File: src/rtl/out_port_uart_tx.sv
`default_nettype none
// ============================================================================
// Module      : out_port_uart_tx
// Description : CPU output port. Latches the bus word on each load strobe,
//               queues it in a small FIFO and streams it off-chip as four
//               8N1 UART frames, least-significant byte first.
// Revision    : 1.0 - initial release
// ============================================================================
module out_port_uart_tx #(
  parameter int CLKS_PER_BIT = 16,
  parameter int FIFO_DEPTH   = 4,
  parameter int CNT_W        = 3
) (
  input  logic             clk,
  input  logic             Clear,
  input  logic             Out_Portin,
  input  logic [31:0]      Busout,
  input  logic             ovf_clr,
  output logic [31:0]      port_value,
  output logic             tx,
  output logic             busy,
  output logic             fifo_empty,
  output logic             fifo_full,
  output logic [CNT_W-1:0] fifo_count,
  output logic             overflow
);

  localparam int PTR_W  = (FIFO_DEPTH > 1) ? $clog2(FIFO_DEPTH) : 1;
  localparam int BAUD_W = (CLKS_PER_BIT > 1) ? $clog2(CLKS_PER_BIT) : 1;

  localparam logic [BAUD_W-1:0] c_baud_last = BAUD_W'(CLKS_PER_BIT - 1);
  localparam logic [BAUD_W-1:0] c_baud_one  = BAUD_W'(1);
  localparam logic [CNT_W-1:0]  c_cnt_full  = CNT_W'(FIFO_DEPTH);
  localparam logic [CNT_W-1:0]  c_cnt_one   = CNT_W'(1);
  localparam logic [PTR_W-1:0]  c_ptr_one   = PTR_W'(1);

  typedef enum logic [1:0] {
    ST_IDLE  = 2'd0,
    ST_START = 2'd1,
    ST_DATA  = 2'd2,
    ST_STOP  = 2'd3
  } state_t;

  // FIFO storage and bookkeeping
  logic [31:0]      fifo_mem [FIFO_DEPTH];
  logic [PTR_W-1:0] wr_ptr_q, wr_ptr_d;
  logic [PTR_W-1:0] rd_ptr_q, rd_ptr_d;
  logic [CNT_W-1:0] count_q, count_d;
  logic [31:0]      port_value_q, port_value_d;
  logic             overflow_q, overflow_d;

  // Transmitter state
  state_t           state_q, state_d;
  logic [BAUD_W-1:0] baud_q, baud_d;
  logic [2:0]       bit_idx_q, bit_idx_d;
  logic [1:0]       byte_idx_q, byte_idx_d;
  logic [31:0]      shift_q, shift_d;
  logic             tx_q, tx_d;

  // Handshake wires between FIFO and transmitter
  logic w_empty;
  logic w_full;
  logic w_baud_end;
  logic w_pop;
  logic w_push;
  logic w_drop;

  // Pop/push decisions; a pop on the same edge frees a slot for a push
  always_comb begin
    w_empty    = (count_q == '0);
    w_full     = (count_q == c_cnt_full);
    w_baud_end = (baud_q == c_baud_last);
    w_pop      = !w_empty &&
                 ((state_q == ST_IDLE) ||
                  ((state_q == ST_STOP) && w_baud_end && (byte_idx_q == 2'd3)));
    w_push     = Out_Portin && (!w_full || w_pop);
    w_drop     = Out_Portin && !w_push;
  end

  // FIFO pointers, occupancy, display latch and sticky overflow
  always_comb begin
    wr_ptr_d     = wr_ptr_q;
    rd_ptr_d     = rd_ptr_q;
    count_d      = count_q;
    port_value_d = port_value_q;
    overflow_d   = overflow_q;
    if (w_push) begin
      wr_ptr_d     = wr_ptr_q + c_ptr_one;
      port_value_d = Busout;
    end
    if (w_pop) begin
      rd_ptr_d = rd_ptr_q + c_ptr_one;
    end
    if (w_push && !w_pop) begin
      count_d = count_q + c_cnt_one;
    end else if (!w_push && w_pop) begin
      count_d = count_q - c_cnt_one;
    end
    // A drop on the same edge as a clear leaves the flag set
    if (w_drop) begin
      overflow_d = 1'b1;
    end else if (ovf_clr) begin
      overflow_d = 1'b0;
    end
  end

  // Next-state logic for the serialiser; tx is precomputed for the next state
  always_comb begin
    state_d    = state_q;
    baud_d     = baud_q;
    bit_idx_d  = bit_idx_q;
    byte_idx_d = byte_idx_q;
    shift_d    = shift_q;
    if (w_pop) begin
      shift_d    = fifo_mem[rd_ptr_q];
      byte_idx_d = 2'd0;
    end
    case (state_q)
      ST_IDLE: begin
        baud_d = '0;
        if (w_pop) begin
          state_d = ST_START;
        end
      end
      ST_START: begin
        if (w_baud_end) begin
          state_d   = ST_DATA;
          baud_d    = '0;
          bit_idx_d = 3'd0;
        end else begin
          baud_d = baud_q + c_baud_one;
        end
      end
      ST_DATA: begin
        if (w_baud_end) begin
          baud_d = '0;
          if (bit_idx_q == 3'd7) begin
            state_d = ST_STOP;
          end else begin
            bit_idx_d = bit_idx_q + 3'd1;
          end
        end else begin
          baud_d = baud_q + c_baud_one;
        end
      end
      ST_STOP: begin
        if (w_baud_end) begin
          baud_d = '0;
          if (byte_idx_q != 2'd3) begin
            byte_idx_d = byte_idx_q + 2'd1;
            state_d    = ST_START;
          end else if (w_pop) begin
            // Next word follows immediately with no idle gap
            state_d = ST_START;
          end else begin
            state_d = ST_IDLE;
          end
        end else begin
          baud_d = baud_q + c_baud_one;
        end
      end
      default: begin
        state_d = ST_IDLE;
        baud_d  = '0;
      end
    endcase
    case (state_d)
      ST_START: tx_d = 1'b0;
      ST_DATA:  tx_d = shift_d[{byte_idx_d, bit_idx_d}];
      default:  tx_d = 1'b1;
    endcase
  end

  // FIFO storage; contents need no reset because the pointers define validity
  always_ff @(posedge clk) begin
    if (w_push) begin
      fifo_mem[wr_ptr_q] <= Busout;
    end
  end

  // All control state with asynchronous clear; tx returns high immediately
  always_ff @(posedge clk or posedge Clear) begin
    if (Clear) begin
      wr_ptr_q     <= '0;
      rd_ptr_q     <= '0;
      count_q      <= '0;
      port_value_q <= '0;
      overflow_q   <= 1'b0;
      state_q      <= ST_IDLE;
      baud_q       <= '0;
      bit_idx_q    <= 3'd0;
      byte_idx_q   <= 2'd0;
      shift_q      <= '0;
      tx_q         <= 1'b1;
    end else begin
      wr_ptr_q     <= wr_ptr_d;
      rd_ptr_q     <= rd_ptr_d;
      count_q      <= count_d;
      port_value_q <= port_value_d;
      overflow_q   <= overflow_d;
      state_q      <= state_d;
      baud_q       <= baud_d;
      bit_idx_q    <= bit_idx_d;
      byte_idx_q   <= byte_idx_d;
      shift_q      <= shift_d;
      tx_q         <= tx_d;
    end
  end

  assign port_value = port_value_q;
  assign tx         = tx_q;
  assign busy       = (state_q != ST_IDLE);
  assign fifo_empty = w_empty;
  assign fifo_full  = w_full;
  assign fifo_count = count_q;
  assign overflow   = overflow_q;

endmodule
`default_nettype wire
File: config.mk
export PLATFORM = sky130hd
export DESIGN_NAME = out_port_uart_tx
export DESIGN_NICKNAME = d
export VERILOG_FILES = /design/src/rtl/out_port_uart_tx.sv
export SDC_FILE = /design/constraint.sdc
export NUM_CORES = 1
export LEC_CHECK = 0
export CAP_MARGIN = 20
export CORE_ASPECT_RATIO = 1.5
export CORE_MARGIN = 2
export CORE_UTILIZATION = 30
export DETAILED_ROUTE_END_ITERATION = 6
export GPL_ROUTABILITY_DRIVEN = 0
export PLACE_DENSITY = 0.45
export SLEW_MARGIN = 25
export SYNTH_ARGS = -nofsm -noshare
export SYNTH_HDL_FRONTEND = slang
export SYNTH_SLANG_ARGS = --single-unit
File: constraint.sdc
create_clock -name clk -period 5.1 [get_ports clk]
set_input_delay 1.275 -clock clk [delete_from_list [all_inputs] [get_ports clk]]
set_output_delay 1.275 -clock clk [all_outputs]
set_load 0.01 [all_outputs]
==> flow_metrics.py <==
metrics = {
    "run_status": {
        "status": "completed",
    },
    "synthesis": {
        "ys_types": 40,
        "syn_nets": 509,
        "synthArstFlopShare_pct": 39.62,
        "ys_seq_area_share_pct": 70.20,
        "synth_edf_count": 128,
        "synth-xor-area-share_pct": 0.7237,
        "synth_top_flop_cell": "edfxtp_1",
        "synth_top_family_by_area": "multiplexers",
        "synth_compound_area_share_pct": 2.038,
        "muxShareOfSynthArea_pct": 20.03,
        "yosys_warnings": 0,
        "synth_top_area_cell": "edfxtp_1",
        "synth_top_area_share_pct": 45.37,
        "synth-seq-cells": 212,
        "synth_cells": 459,
        "avgSynthCellArea_sq_um": 18.46,
        "synth_top_cells_by_area": "edfxtp_1 (45%), dfrtp_1 (25%), mux2_2 (8.5%)",
        "synth_area_sq_um": 8472,
        "synth_adder_area_share_pct": 2.156,
        "synthSimpleGateAreaFrac_pct": 2.688,
    },
    "setup_path": {
        "endpoint_kind": "primary output",
        "worstSetupPathType": "register to primary output",
        "cp_slowest_cell": "clkdlybuf4s50_1",
        "r2r_cells": 8,
        "worstPathCellList": "nor3_1 > clkdlybuf4s50_1",
        "slowest_delay_ps": 630,
        "critPathLaunchType": "register",
        "cpLargestDelayFamily": "buffers and inverters",
        "crit_buf_inv": 1,
        "arrival_ps": 2040,
        "required_ps": 3830,
        "crit_cells": 2,
        "path_max_fanout": 5,
    },
    "timing": {
        "maxSlewHeadroom_pct": 35.74,
        "drv_slew": 0,
        "fmax_mhz": 301.6,
        "fin_crit_ps": 3315,
        "rsz0062_at_grt": "no",
        "finalCritPeriodShare_pct": 65.00,
        "final_hold_viol_count": 0,
        "finalSetupViolations": 0,
        "hold_slack_ps": 499.3,
        "fin_skew_ps": 8.794,
        "setup_tns_ps": 0,
        "tightest_slew_ps": 963.9,
        "finalWorstSetupSlack_ps": 1785,
    },
    "global_route": {
        "antenna_found_initial": 0,
        "overflow": 0,
        "gr-usage-met2_pct": 20.92,
        "met3_usage_pct": 1.666,
        "grt_usage_pct": 11.79,
        "grt.met1_usage_pct": 14.45,
        "grt_max_degree": 38,
        "first_global_vias": 4737,
        "grt_pass1_wl_mm": 27.10,
        "grt-busiest-layer": "met2",
    },
    "floorplanning": {
        "die_x_um": 141.2,
        "fp-row-count": 75,
        "io_pins": 76,
        "dieHeight_um": 209.8,
        "core-area_sq_um": 27870,
        "start_util_pct": 30.40,
        "die-area_sq_um": 29630,
    },
    "drt": {
        "drt-vias-per-instance": 4.667,
        "ant_nets": 0,
        "drc": 0,
        "wl_mm": 16.78,
        "drt_iter0_drc": 175,
        "firstDrtPassIters": 4,
        "wl_per_cell_um": 18.46,
        "vias": 4242,
    },
    "hold_path": {
        "hp-class": "register to register",
        "hold_depth": 1,
    },
    "place": {
        "post-place-ws_ps": 1829,
        "dp_hpwl_mm": 10.36,
        "io_buffers": 75,
    },
    "layout": {
        "layout-drive-gt1-share_pct": 27.00,
        "area_delta_synth_final_pct": 22.51,
        "fin_util_pct": 37.24,
        "nets": 597,
        "n_antenna_cell": 0,
        "nFillCells": 2525,
    },
    "clock_tree": {
        "hold_buffers": 0,
        "clock_path_buffers": 3,
        "root_buffer": "clkbuf_16",
        "numClockSinks": 212,
        "clkTransAtPathRegs_ps": 60,
        "htree_num_levels": 1,
        "cts_setup_buffers": 0,
        "cts_tree": "built",
        "clock_latency_ps": 510,
        "cts_resized": 0,
        "cts-buffers-inserted": 22,
    },
    "pwr": {
        "p_leak_uw": 0.003895,
        "ir_drop_mv": 0.2262,
        "power.density_nw_per_um2": 447.6,
    },
    "run": {
        "max-cap-violations": 0,
    },
}
[synth_stat cells, types with 2 or more instances]
cell	n
dfrtp_1	83
o22ai_1	5
buf_1	3
and3_1	8
mux2i_1	24
buf_2	4
inv_1	15
buf_6	4
nor3_1	4
mux4_2	32
xor2_1	2
a21oi_1	3
nand3_1	6
ha_1	13
mux2_2	64
nor2_1	5
clkbuf_1	6
o21ai_0	10
edfxtp_1	128
buf_4	3
a211oi_1	2
and2_1	2
nor3b_1	2
nand2_1	11
xnor2_1	5
[layer usage]
metal  wire length, um  up-vias
met1              7124     2208
li1                  -     1934
met5                 0        -
met3               490       27
met2              8708       73
met4               459        0
[state kept, by name, summed over array words and instances (netlist names)]
register,flops
baud_q,4
bit_idx_q,3
byte_idx_q,2
fifo_count,3
fifo_mem,128
overflow,1
port_value,32
rd_ptr_q,2
shift_q,32
state_q,2
tx,1
wr_ptr_q,2
[worst paths after layout]
path / from / endpoint / slack, ps
worst min-delay path: shift_q[14] / shift_q[14] / 500
worst min register to register: shift_q[14] / shift_q[14] / 500
worst max register to register: rd_ptr_q[0] / tx / 2050
worst max-delay path: fifo_count[0] / fifo_empty / 1780
max in group asynchronous: Clear / tx / 3150
min in group asynchronous: Clear / port_value[11] / 1120
[kinds of logic (layout without fill, tap and decap cells)]
family	count (synthesis)	in the layout
mux	121	121
flops	212	212
buf+inv	36	140
compound gates	26	26
fa+ha+maj	14	14
xor+xnor	7	7
simple gates	43	43
[final cells by class]
type	count	area, sq um	area share [%]
sequential	212	5949	57.32
multi-input combinational	211	2365	22.78
timing repair buffer	84	822.0	7.920
clock buffer	31	645.6	6.221
tap	346	432.9	4.171
clock inverter	9	100.1	0.9644
inverter	16	63.81	0.6148
[cells in the final DEF, fill, tap and decap left out, drive strengths merged, types with 2 or more instances in the layout]
cell type and count:
mux2 65, and3 8, nor3b 2, clkinv 7, ha 13, o21ai 10, a21oi 3, clkbuf 31
o22ai 5, clkdlybuf4s50 75, bufinv 2, xor2 2, nand2 11, nor2 6, a211oi 2, edfxtp 128
buf 9, a31oi 2, inv 15, xnor2 5, nor3 4, mux4 32, mux2i 24, nand3 6
dfrtp 83, and2 2
[report_power, final]
group / internal (uW) / total (uW) / switching (uW) / leakage [uW]
Clock: 985 / 1630 / 644 / 0.000367
Sequential: 2150 / 2250 / 100 / 0.00217
Combinational: 389 / 762 / 374 / 0.00136
Total: 3530 / 4650 / 1120 / 0.00389
[metrics by stage]
step                      instance area (sq um)  cells  total power (uW)
after floorplan                            8472    459              2659
after global placement                     9622    868              3047
after detailed placement                   9622    868              3080
after CTS                                 10370    908              4742
after global routing                      10380    909              4874
final                                     10380    909              4645
(Power assumes the default switching activity.)
